File: src/rtl/packetizer_param.sv
// packetizer_param: wraps one SRAM read stream into a head/body/tail
// flit packet for the router input FIFO, with backpressure and sequence tag.
module packetizer_param #(
    parameter int FLIT_W   = 256,
    parameter int DATA_W   = 16,
    parameter int ADDR_W   = 8,
    parameter int LEN_W    = 4,
    parameter int MAX_BODY = 8
) (
    input  logic              clk,
    input  logic              reset,
    input  logic              pkt_start,
    input  logic [ADDR_W-1:0] src_addr,
    input  logic [ADDR_W-1:0] dest_addr,
    input  logic [LEN_W-1:0]  body_len,
    input  logic [DATA_W-1:0] sram_data_in,
    input  logic              data_valid,
    output logic              data_ready,
    input  logic              fifo_full,
    output logic [FLIT_W-1:0] flit_out,
    output logic              write_enable,
    output logic              busy,
    output logic              pkt_done
);

    localparam int REP = FLIT_W / DATA_W;

    localparam logic [LEN_W-1:0] MAX_LEN = LEN_W'(MAX_BODY);
    localparam logic [LEN_W-1:0] LEN_ONE = LEN_W'(1);

    localparam logic [1:0] S_IDLE = 2'd0;
    localparam logic [1:0] S_HEAD = 2'd1;
    localparam logic [1:0] S_BODY = 2'd2;
    localparam logic [1:0] S_TAIL = 2'd3;

    logic [1:0]        r_state;
    logic [1:0]        w_state_nxt;
    logic [ADDR_W-1:0] r_src;
    logic [ADDR_W-1:0] r_dest;
    logic [LEN_W-1:0]  r_len;
    logic [LEN_W-1:0]  r_cnt;
    logic [7:0]        r_seq;
    logic [FLIT_W-1:0] r_flit;
    logic              r_we;
    logic              r_done;

    logic [LEN_W-1:0]  w_eff_len;
    logic              w_accept;
    logic              w_beat;
    logic              w_last_beat;
    logic              w_ready;
    logic [FLIT_W-1:0] w_head;
    logic [FLIT_W-1:0] w_body;
    logic [FLIT_W-1:0] w_tail;

    assign w_eff_len   = (body_len > MAX_LEN) ? MAX_LEN : body_len;
    assign w_accept    = (r_state == S_IDLE) && pkt_start;
    assign w_ready     = (r_state == S_BODY) && !fifo_full;
    assign w_beat      = data_valid && w_ready;
    assign w_last_beat = w_beat && (r_cnt == (r_len - LEN_ONE));
    assign w_body      = {REP{sram_data_in}};

    assign data_ready   = w_ready;
    assign busy         = (r_state != S_IDLE);
    assign flit_out     = r_flit;
    assign write_enable = r_we;
    assign pkt_done     = r_done;

    // Head flit: zero type byte, then src, dest at the top; length at the bottom.
    always_comb begin
        w_head = '0;
        w_head[FLIT_W-1 -: 8] = 8'h00;
        w_head[FLIT_W-9 -: ADDR_W] = r_src;
        w_head[FLIT_W-9-ADDR_W -: ADDR_W] = r_dest;
        w_head[LEN_W-1:0] = r_len;
    end

    // Tail flit: all-ones marker word with the packet sequence above it.
    always_comb begin
        w_tail = '0;
        w_tail[DATA_W-1:0] = '1;
        w_tail[DATA_W+7:DATA_W] = r_seq;
    end

    // Next-state logic; HEAD and TAIL only advance when the FIFO has room.
    always_comb begin
        w_state_nxt = r_state;
        case (r_state)
            S_IDLE: begin
                if (pkt_start) begin
                    w_state_nxt = S_HEAD;
                end
            end
            S_HEAD: begin
                if (!fifo_full) begin
                    w_state_nxt = (r_len != '0) ? S_BODY : S_TAIL;
                end
            end
            S_BODY: begin
                if (w_last_beat) begin
                    w_state_nxt = S_TAIL;
                end
            end
            S_TAIL: begin
                if (!fifo_full) begin
                    w_state_nxt = S_IDLE;
                end
            end
            default: begin
                w_state_nxt = S_IDLE;
            end
        endcase
    end

    // State register.
    always_ff @(posedge clk or posedge reset) begin
        if (reset) begin
            r_state <= S_IDLE;
        end else begin
            r_state <= w_state_nxt;
        end
    end

    // Packet context is frozen at acceptance so mid-packet input changes are ignored.
    always_ff @(posedge clk or posedge reset) begin
        if (reset) begin
            r_src  <= '0;
            r_dest <= '0;
            r_len  <= '0;
        end else if (w_accept) begin
            r_src  <= src_addr;
            r_dest <= dest_addr;
            r_len  <= w_eff_len;
        end
    end

    // Body beat counter, cleared by the final beat of the packet.
    always_ff @(posedge clk or posedge reset) begin
        if (reset) begin
            r_cnt <= '0;
        end else if (w_last_beat) begin
            r_cnt <= '0;
        end else if (w_beat) begin
            r_cnt <= r_cnt + LEN_ONE;
        end
    end

    // Sequence number advances on every tail write and wraps naturally.
    always_ff @(posedge clk or posedge reset) begin
        if (reset) begin
            r_seq <= '0;
        end else if ((r_state == S_TAIL) && !fifo_full) begin
            r_seq <= r_seq + 8'd1;
        end
    end

    // Flit output register; strobes default low and the flit holds between writes.
    always_ff @(posedge clk or posedge reset) begin
        if (reset) begin
            r_flit <= '0;
            r_we   <= 1'b0;
            r_done <= 1'b0;
        end else begin
            r_we   <= 1'b0;
            r_done <= 1'b0;
            case (r_state)
                S_HEAD: begin
                    if (!fifo_full) begin
                        r_flit <= w_head;
                        r_we   <= 1'b1;
                    end
                end
                S_BODY: begin
                    if (w_beat) begin
                        r_flit <= w_body;
                        r_we   <= 1'b1;
                    end
                end
                S_TAIL: begin
                    if (!fifo_full) begin
                        r_flit <= w_tail;
                        r_we   <= 1'b1;
                        r_done <= 1'b1;
                    end
                end
                default: begin
                end
            endcase
        end
    end

endmodule

File: config.mk
export PLATFORM = sky130hd
export DESIGN_NAME = packetizer_param
export DESIGN_NICKNAME = d
export VERILOG_FILES = /design/src/rtl/packetizer_param.sv
export SDC_FILE = /design/constraint.sdc
export NUM_CORES = 1
export LEC_CHECK = 0
export CORE_AREA = 2 2 116 118
export CTS_BUF_LIST = sky130_fd_sc_hd__clkbuf_16
export DETAILED_ROUTE_END_ITERATION = 7
export DIE_AREA = 0 0 118 120
export DONT_BUFFER_PORTS = 1
export GPL_TIMING_DRIVEN = 0
export PLACE_DENSITY = 0.62
export SYNTH_ARGS = -nofsm -noshare
export SYNTH_HDL_FRONTEND = slang
export SYNTH_SLANG_ARGS = --single-unit
File: constraint.sdc
create_clock -name clk -period 7.65 [get_ports clk]
set_clock_uncertainty 0.2 [all_clocks]
set_input_delay 1.9125 -clock clk [delete_from_list [all_inputs] [get_ports clk]]
set_output_delay 1.9125 -clock clk [all_outputs]
set_load 0.05 [all_outputs]
* Word level (Yosys, flattened, before mapping) *
Index checks and enable logic that the tools add are counted.

word-level totals
  bits in registers = 292
  bits of input ports = 41

operators by class
  add/sub/neg operators = 3
  $lt $le $gt $ge = 1
  equality and inequality tests = 9
  multiplexer cells = 17
  reductions and logical operators = 14

operator list
  kind                 count
  $mux 256             3
  $pmux 256 s3         1
  $mux 4               3
  $ne 2x2->1 const B   5
  $add 8x1->8 const B  1
  $mux 2               4
  $pmux 2 s4           1
  $reduce_and 4->1     2
  $logic_and 1x1->1    5
  $add 4x1->4 const B  1
  $eq 2x2->1 const B   2
  $eq 4x4->1           1
  $gt 4x4->1 const B   1
  $mux 1               4
  $reduce_bool 2->1    2
  $reduce_bool 4->1    1
  $sub 4x1->4 const B  1
  $reduce_bool 3->1    1
  $eq 2x1->1 const B   1
  $logic_not 2->1      1
  $pmux 1 s2           1
  $reduce_or 2->1      1
  $logic_not 1->1      1

* Longest topological paths before layout *
Gate-level depths: netlist of the first run.

  depth after elaboration = 6
  gate-level depth with buffers = 8

* Least setup slack after synthesis of the first run *
OpenSTA, ideal clock, no wires.

  path kind = input-to-output
  from = input fifo_full
  to = output data_ready
  data arrival time = 2595 ps
  path slack = 2942 ps
  cell stages on the path = 1
  buffers on the path = 0
  cell sequence = nor2_1

on the way
  longest elaborated chain between the ends = 2

RTL lines
  element             line  source
  start: declaration  19    input logic fifo_full,
  $logic_not 1->1     n/a
  $logic_and 1x1->1   58    assign w_ready = (r_state == S_BODY) && !fifo_full;
  end: declaration    18    output logic data_ready,

Every way passes these cells.

* Worst setup path after layout of the first run *
Same ends and word-level chain as after synthesis.

==> flow_summary.html, run 1 <==
<table>
<tr><th>Metric</th><th>Value</th></tr>
<tr><th colspan="2">Critical path</th></tr>
<tr><td>Cells along the critical path</td><td>nor2_1</td></tr>
<tr><td>Launching element type of the critical path</td><td>primary input</td></tr>
<tr><td>Critical path class</td><td>in2out</td></tr>
<tr><td>Worst-case reg-to-reg path depth</td><td>8</td></tr>
<tr><td>Crit-path max FO</td><td>7</td></tr>
<tr><td>Count of cell instances traversed by the critical path</td><td>1</td></tr>
<tr><td>Master of the slowest instance on the critical path</td><td>sky130_fd_sc_hd__nor2_1</td></tr>
<tr><td>Worst path arrival time</td><td>2.65 ns</td></tr>
<tr><td>Setup slack on the worst flop-to-flop path</td><td>4.67 ns</td></tr>
<tr><td>Worst path required time</td><td>5.54 ns</td></tr>
<tr><td>Endpoint class of the critical path</td><td>output pin</td></tr>
<tr><td>Endpoint of the lowest-slack register-to-register path</td><td>r_cnt[0]</td></tr>
<tr><td>Critical path buffers and inverters</td><td>0</td></tr>
<tr><td>Crit-path leading delay family</td><td>simple AND/OR/NAND/NOR gates</td></tr>
<tr><td>Largest stage delay on the critical path</td><td>0.74 ns</td></tr>
<tr><td>Critical Path Start</td><td>fifo_full</td></tr>
<tr><td>Worst reg2reg path startpoint</td><td>r_state[0]</td></tr>
<tr><td>Critical path destination</td><td>data_ready</td></tr>
<tr><th colspan="2">STA</th></tr>
<tr><td>Final count of pins violating max slew</td><td>0</td></tr>
<tr><td>Total of endpoints with negative setup slack in the final report</td><td>0</td></tr>
<tr><td>FMAX</td><td>209.8 MHz</td></tr>
<tr><td>Share of the clock period used by the worst path after layout</td><td>62.30%</td></tr>
<tr><td>Setup repair after global routing missed its margin</td><td>no</td></tr>
<tr><td>Tightest slew margin relative to the limit</td><td>34.15%</td></tr>
<tr><td>Fin Setup TNS</td><td>0 ns</td></tr>
<tr><td>Shortest period the worst path allows</td><td>4.766 ns</td></tr>
<tr><td>Least-Margin Pin Slew</td><td>0.9841 ns</td></tr>
<tr><td>Total count of hold-check failures in the final report</td><td>0</td></tr>
<tr><th colspan="2">Layout</th></tr>
<tr><td>Net count, final</td><td>646</td></tr>
<tr><td>Share of final-layout standard cells stronger than drive strength 1</td><td>41.60%</td></tr>
<tr><td>Syn-to-layout area delta</td><td>9.564%</td></tr>
<tr><th colspan="2">Clock tree</th></tr>
<tr><td>Later-pin clock latency in the skew report</td><td>0.35 ns</td></tr>
<tr><td>H-tree level count</td><td>3</td></tr>
<tr><td>Clock tree from TritonCTS</td><td>yes</td></tr>
<tr><td>Bufs on Longest Clock Path</td><td>2</td></tr>
<tr><td>Inserted Clock Buffers</td><td>9</td></tr>
<tr><td>Clk sinks</td><td>92</td></tr>
<tr><td>Clock transition at the registers of the reported paths</td><td>0.06 ns</td></tr>
<tr><td>Number of gates resized after CTS</td><td>0</td></tr>
<tr><td>Root cell of the clock tree</td><td>sky130_fd_sc_hd__clkbuf_16</td></tr>
<tr><td>Post CTS Setup Buffer Count</td><td>0</td></tr>
<tr><td>Number of buffers added to fix hold violations after cts</td><td>0</td></tr>
<tr><th colspan="2">Global routing</th></tr>
<tr><td>Wire length of the first global-routing pass</td><td>21,090 um</td></tr>
<tr><td>Overflow left after global routing</td><td>0</td></tr>
<tr><td>Maximum number of pins on one net before global-route repair</td><td>62</td></tr>
<tr><td>Antenna violations before repair</td><td>2</td></tr>
<tr><td>Vias in the first global route</td><td>3,494</td></tr>
<tr><td>Overall global routing resource usage</td><td>19.37%</td></tr>
<tr><th colspan="2">Routing</th></tr>
<tr><td>Number of antenna-violating nets in the routed design</td><td>0</td></tr>
<tr><td>Vias</td><td>3,735</td></tr>
<tr><td>Wire length per cell</td><td>18.42 um</td></tr>
<tr><td>Total Routed Length</td><td>14,350 um</td></tr>
<tr><td>Routed via count divided by cell count</td><td>4.795</td></tr>
<tr><td>Number of design-rule violations left by the first detailed-router iteration</td><td>212</td></tr>
<tr><td>First drt pass iteration count</td><td>4</td></tr>
<tr><td>Post-route DRC violation count</td><td>0</td></tr>
<tr><th colspan="2">Floorplan</th></tr>
<tr><td>Die height</td><td>120 um</td></tr>
<tr><td>Width of the die</td><td>118 um</td></tr>
<tr><td>Top-level I/O count</td><td>301</td></tr>
<tr><td>Initial Utilization</td><td>42.23%</td></tr>
<tr><td>Die Footprint</td><td>14,160 um^2</td></tr>
<tr><td>Rows</td><td>42</td></tr>
<tr><td>Core outline area</td><td>12,980 um^2</td></tr>
<tr><th colspan="2">Placed design</th></tr>
<tr><td>Number of buffer cells added on primary ports</td><td>0</td></tr>
<tr><td>Routability congestion estimate</td><td>0.8108</td></tr>
<tr><td>Detailed placer's ending HPWL</td><td>10,890 um</td></tr>
<tr><th colspan="2">Yosys</th></tr>
<tr><td>Synth Instances</td><td>584</td></tr>
<tr><td>Mapped Nets</td><td>634</td></tr>
<tr><td>Mean cell area of the mapped netlist</td><td>9.386 um^2</td></tr>
<tr><td>Synth cell types</td><td>35</td></tr>
<tr><td>Cell area after technology mapping</td><td>5482 um^2</td></tr>
<tr><td>Fraction of the yosys area taken by sequential cells</td><td>42.00%</td></tr>
<tr><td>YS warnings</td><td>0</td></tr>
<tr><td>Count of state elements after synthesis</td><td>92</td></tr>
<tr><th colspan="2">Flow run</th></tr>
<tr><td>Total of max-cap violations</td><td>0</td></tr>
<tr><th colspan="2">Min path</th></tr>
<tr><td>Hold Path Class</td><td>reg2reg</td></tr>
<tr><th colspan="2">Status</th></tr>
<tr><td>Result of the run</td><td>finished, final reports clean</td></tr>
</table>
[layer usage]
layer | GRT usage [%] | vias up | routed length [um]
li1 | - | 1742 | -
met5 | 0 | - | 0
met1 | 22.73 | 1799 | 5581
met2 | 34.45 | 175 | 7420
met3 | 5.656 | 19 | 1170
met4 | 5.497 | 0 | 178
[state kept, by name, summed over array words and instances (netlist names)]
register	flops
r_seq	8
r_dest	8
r_cnt	4
r_state	2
r_len	4
write_enable	1
pkt_done	1
flit_out	56
r_src	8
[cells by family (layout without fill, tap and decap cells)]
group                      after synthesis  in the layout  share of synthesized area [%]
AOI/OAI and AO/OA                       76             76                          8.719
xor gates and xnor gates                15             15                          2.397
adders and majority gates                9              9                          2.054
buffers and inverters                  231            248                          29.72
DFF                                     92             92                          42.00
muxes                                   20             20                          4.154
other                                    0              2                              0
and+or+nand+nor                        141            141                          10.96
[metrics by stage]
stage / utilization (%) / hold WS (ns) / cell area [um^2] / instances / worst slack (ns)
6_report: 46.27 / 0.3061 / 6006 / 779 / 2.884
2_1_floorplan: - / 0.2454 / 5482 / 584 / 2.942
4_1_cts: 46.23 / 0.3054 / 6001 / 777 / 2.881
3_3_place_gp: 43.93 / 0.2673 / 5702 / 760 / 2.174
5_1_grt: 46.25 / 0.3157 / 6003 / 778 / 2.853
3_5_place_dp: 44.16 / 0.2688 / 5732 / 761 / 2.880
[cell type report]
class | count | area [um^2]
Buffer | 223 | 1599
Fill cell | 1212 | 6974
Multi-Input combinational cell | 261 | 1550
Clock buffer | 9 | 225.2
Timing Repair Buffer | 1 | 27.53
Clock inverter | 7 | 43.79
Sequential cell | 92 | 2302
Tap cell | 176 | 220.2
Antenna cell | 2 | 5.005
Inverter | 8 | 32.53
[cells in the final DEF, fill, tap and decap left out, drive strengths merged, types with 8 or more instances in the layout]
master	instances
dfrtp	92
mux2	19
ha	9
nor2	40
clkbuf	20
a21oi	21
nand2	70
inv	8
o21ai	27
xor2	8
a221oi	17
nand3	15
buf	213
[worst min-delay path by stage]
| stage | from | to | slack, ns | cells after the start |
|---|---|---|---|---|
| global placement | r_seq[7] | r_seq[7] | 0.27 | 1 |
| global route | r_src[3] | r_src[3] | 0.32 | 1 |
| detailed placement | r_seq[7] | r_seq[7] | 0.27 | 1 |
| finish | r_seq[0] | r_seq[0] | 0.31 | 1 |
| floorplan | r_seq[7] | r_seq[7] | 0.25 | 1 |
| CTS | r_seq[0] | r_seq[0] | 0.31 | 1 |
[synthesized netlist by cell type, drive strengths merged]
cell	count	share of area, %
nor2b	1	0.11
mux2	19	4.0
a31oi	3	0.34
a221oi	17	2.7
nand4	1	0.11
inv	8	0.55
nor3	6	0.84
dfrtp	92	42
and3b	1	0.18
xor2	8	1.3
o21bai	2	0.27
buf	212	28
nor2	40	2.7
a21oi	21	1.9
and3	1	0.11
nand2b	3	0.34
ha	9	2.1
o21ba	1	0.18
o221ai	1	0.27
a21o	1	0.14
nand2	70	4.8
and2	3	0.34
a211oi	3	0.41
xnor2	7	1.1
mux2i	1	0.18
nand3	15	1.4
clkbuf	11	0.75
o21ai	27	2.5
Power of run 1 is not shown: default switching activity piles up to over one toggle a cycle in this logic, so the estimate is an artifact.
==> run 2: changes to the inputs <==
--- a/config.mk
+++ b/config.mk
@@ -11,7 +11,7 @@
 export DIE_AREA = 0 0 118 120
 export DONT_BUFFER_PORTS = 1
 export GPL_TIMING_DRIVEN = 0
-export PLACE_DENSITY = 0.62
+export PLACE_DENSITY = 0.64
 export SYNTH_ARGS = -nofsm -noshare
 export SYNTH_HDL_FRONTEND = slang
 export SYNTH_SLANG_ARGS = --single-unit
==> constraint.sdc (replaced) <==
create_clock -name clk -period 4 [get_ports clk]
set_clock_uncertainty 0.2 [all_clocks]
set_input_delay 1 -clock clk [delete_from_list [all_inputs] [get_ports clk]]
set_output_delay 1 -clock clk [all_outputs]
set_load 0.05 [all_outputs]
==> run 2 against run 1 <==
  * Core utilization barely moved
  * Sequential cell count did not move
  * Hold slack got worse by 0.016 ns
  * Highest routed layer unchanged
  * Via count barely moved
  * Critical path type is now reg2out
==> flow_summary.html, run 2 (synthesis gave the netlist of run 1 again) <==
<table>
<tr><th>Metric</th><th>Value</th></tr>
<tr><th colspan="2">Critical path</th></tr>
<tr><td>Worst path required time</td><td>2.80 ns (-2.74 ns)</td></tr>
<tr><td>Launching element type of the critical path</td><td>register</td></tr>
<tr><td>Endpoint class of the critical path</td><td>output pin</td></tr>
<tr><td>Worst path arrival time</td><td>2.54 ns (-0.11 ns)</td></tr>
<tr><td>Crit-path max FO</td><td>10 (+3)</td></tr>
<tr><td>Critical path class</td><td>reg2out</td></tr>
<tr><td>Setup slack on the worst flop-to-flop path</td><td>0.94 ns (-3.73 ns)</td></tr>
<tr><th colspan="2">Global routing</th></tr>
<tr><td>Overflow left after global routing</td><td>0 (unchanged)</td></tr>
<tr><td>Overall global routing resource usage</td><td>19.82% (+0.45 points)</td></tr>
<tr><td>Wire length of the first global-routing pass</td><td>21,270 um (+0.88%)</td></tr>
<tr><td>Global-route track usage on met2</td><td>34.77% (+0.33 points)</td></tr>
<tr><td>Global-route track usage on met1</td><td>22.98% (+0.24 points)</td></tr>
<tr><td>Antenna violations before repair</td><td>0 (-2)</td></tr>
<tr><td>Global routing met3 resource utilization</td><td>7.082% (+1.4 points)</td></tr>
<tr><td>Most Used Layer, Global Route</td><td>met2</td></tr>
<tr><td>Maximum number of pins on one net before global-route repair</td><td>73 (+18%)</td></tr>
<tr><td>Vias in the first global route</td><td>3,380 (-3.3%)</td></tr>
<tr><th colspan="2">Layout</th></tr>
<tr><td>Most used cells in the layout excluding fill and tap cells</td><td>200 x sky130_fd_sc_hd__buf_4, 92 x sky130_fd_sc_hd__dfrtp_1, 70 x sky130_fd_sc_hd__nand2_1</td></tr>
<tr><td>Final core occ</td><td>46.23% (about the same)</td></tr>
<tr><td>Most common library cell in the layout ignoring fill and taps</td><td>sky130_fd_sc_hd__buf_4</td></tr>
<tr><td>Syn-to-layout area delta</td><td>9.473% (about the same)</td></tr>
<tr><td>Design area</td><td>6001 um^2 (about the same)</td></tr>
<tr><td>Share of final-layout standard cells stronger than drive strength 1</td><td>41.47% (-0.13 points)</td></tr>
<tr><td>Filler cell count in the final layout</td><td>1,226 (+1.2%)</td></tr>
<tr><td>Net count, final</td><td>646 (unchanged)</td></tr>
<tr><td>Number of flip-flops in the largest register</td><td>56 (unchanged)</td></tr>
<tr><td>Antenna diode count</td><td>0 (-2)</td></tr>
<tr><th colspan="2">Status</th></tr>
<tr><td>Result of the run</td><td>finished, final reports clean</td></tr>
<tr><th colspan="2">Floorplan</th></tr>
<tr><td>Top-level I/O count</td><td>301 (unchanged)</td></tr>
<tr><td>Core outline area</td><td>12,980 um^2 (unchanged)</td></tr>
<tr><td>Die height</td><td>120 um (unchanged)</td></tr>
<tr><td>Die Footprint</td><td>14,160 um^2 (unchanged)</td></tr>
<tr><td>Width of the die</td><td>118 um (unchanged)</td></tr>
<tr><td>Rows</td><td>42 (unchanged)</td></tr>
<tr><td>Initial Utilization</td><td>42.23% (unchanged)</td></tr>
<tr><th colspan="2">Placed design</th></tr>
<tr><td>Number of buffer cells added on primary ports</td><td>0 (unchanged)</td></tr>
<tr><td>Cell area after placement</td><td>5732 um^2 (unchanged)</td></tr>
<tr><td>Detailed placer's ending HPWL</td><td>11,000 um (+1.0%)</td></tr>
<tr><td>Routability congestion estimate</td><td>0.8178 (+0.86%)</td></tr>
<tr><th colspan="2">Clock tree</th></tr>
<tr><td>Root cell of the clock tree</td><td>sky130_fd_sc_hd__clkbuf_16</td></tr>
<tr><td>H-tree level count</td><td>3 (unchanged)</td></tr>
<tr><td>Clock transition at the registers of the reported paths</td><td>0.06 ns (about the same)</td></tr>
<tr><td>Post CTS Setup Buffer Count</td><td>0 (unchanged)</td></tr>
<tr><td>Clock tree from TritonCTS</td><td>yes</td></tr>
<tr><td>Inserted Clock Buffers</td><td>9 (unchanged)</td></tr>
<tr><td>Number of buffers added to fix hold violations after cts</td><td>0 (unchanged)</td></tr>
<tr><td>Bufs on Longest Clock Path</td><td>2 (unchanged)</td></tr>
<tr><td>Later-pin clock latency in the skew report</td><td>0.34 ns (about the same)</td></tr>
<tr><td>Clk sinks</td><td>92 (unchanged)</td></tr>
<tr><td>Number of gates resized after CTS</td><td>0 (unchanged)</td></tr>
<tr><th colspan="2">Routing</th></tr>
<tr><td>Routed via count divided by cell count</td><td>4.829 (+0.73%)</td></tr>
<tr><td>Vias</td><td>3,738 (+0.080%)</td></tr>
<tr><td>First drt pass iteration count</td><td>4 (unchanged)</td></tr>
<tr><td>Wire length per cell</td><td>18.90 um (+2.6%)</td></tr>
<tr><td>Total Routed Length</td><td>14,630 um (+1.9%)</td></tr>
<tr><td>Number of design-rule violations left by the first detailed-router iteration</td><td>197 (-7.1%)</td></tr>
<tr><td>Number of antenna-violating nets in the routed design</td><td>0 (unchanged)</td></tr>
<tr><td>Post-route DRC violation count</td><td>0 (unchanged)</td></tr>
<tr><th colspan="2">STA</th></tr>
<tr><td>Shortest period the worst path allows</td><td>3.736 ns</td></tr>
<tr><td>FMAX</td><td>267.7 MHz</td></tr>
<tr><td>Setup repair after global routing missed its margin</td><td>no</td></tr>
<tr><td>Total of endpoints with negative setup slack in the final report</td><td>0 (unchanged)</td></tr>
<tr><td>Total count of hold-check failures in the final report</td><td>0 (unchanged)</td></tr>
<tr><td>Share of the clock period used by the worst path after layout</td><td>93.40%</td></tr>
<tr><td>Tightest slew margin relative to the limit</td><td>33.41% (-0.74 points)</td></tr>
<tr><td>Final count of pins violating max slew</td><td>0 (unchanged)</td></tr>
<tr><td>Least-Margin Pin Slew</td><td>0.9951 ns (+0.01104 ns)</td></tr>
<tr><th colspan="2">Min path</th></tr>
<tr><td>Hold Path Class</td><td>in2async</td></tr>
<tr><th colspan="2">Flow run</th></tr>
<tr><td>Total of max-cap violations</td><td>0 (unchanged)</td></tr>
</table>
[run 2: cell count changes in the layout (fill, tap and decap cells not counted)]
| cell | before | now |
|---|---|---|
| sky130_fd_sc_hd__clkinv_4 | 1 | 0 |
| sky130_fd_sc_hd__diode_2 | 2 | 0 |
| sky130_fd_sc_hd__clkinvlp_4 | 3 | 0 |
| sky130_fd_sc_hd__clkinv_2 | 1 | 2 |
| sky130_fd_sc_hd__clkinv_1 | 2 | 1 |
| sky130_fd_sc_hd__bufinv_16 | 0 | 1 |
[run 2: through the flow]
step / hold WS (ns) / instances / setup WS [ns] / setup TNS (ns)
6_report: 0.2905 / 774 / 0.2641 / 0
5_1_grt: 0.2932 / 774 / 0.1532 / 0
4_1_cts: 0.2902 / 774 / 0.2918 / 0
3_5_place_dp: 0.2993 / 761 / 0.6790 / 0
3_3_place_gp: 0.2669 / 760 / -0.5212 / -47.34
2_1_floorplan: 0.2454 / 584 / 0.4080 / 0
[run 2: worst max-delay path, cell delays in order (launching register included)]
cell                       delay, ns
sky130_fd_sc_hd__dfrtp_1        0.42
sky130_fd_sc_hd__inv_1          0.17
sky130_fd_sc_hd__ha_1           0.24
sky130_fd_sc_hd__clkbuf_1       0.44
sky130_fd_sc_hd__inv_2          0.15
sky130_fd_sc_hd__nor2_1         0.78
[run 2: worst paths after layout]
kind	from	end	depth (start not counted)
max	r_state[0]	data_ready	5
min	reset	flit_out[6]	1
max reg2reg	r_state[0]	r_cnt[0]	8
min reg2reg	r_seq[7]	r_seq[7]	1
max in group asynchronous	reset	flit_out[241]	2
min in group clk	r_seq[7]	r_seq[7]	1
[run 2: metal layers]
| metal | vias to the layer above | wire, um |
|---|---|---|
| met2 | 189 | 7557 |
| li1 | 1735 | - |
| met5 | - | 0 |
| met3 | 16 | 1424 |
| met1 | 1798 | 5424 |
| met4 | 0 | 223 |
[run 2: layout make-up]
cell class	instances	area, um^2	share of cell area, %
flip-flops and latches	92	2302	38.37
plain buffers	223	1599	26.65
multi-input cells	261	1550	25.83
clock buffers	9	225.2	3.753
well taps	176	220.2	3.670
clock inverters	4	43.79	0.7298
inverters	8	32.53	0.5421
repair buffers	1	27.53	0.4587
Power of run 2 is left out for the same reason.
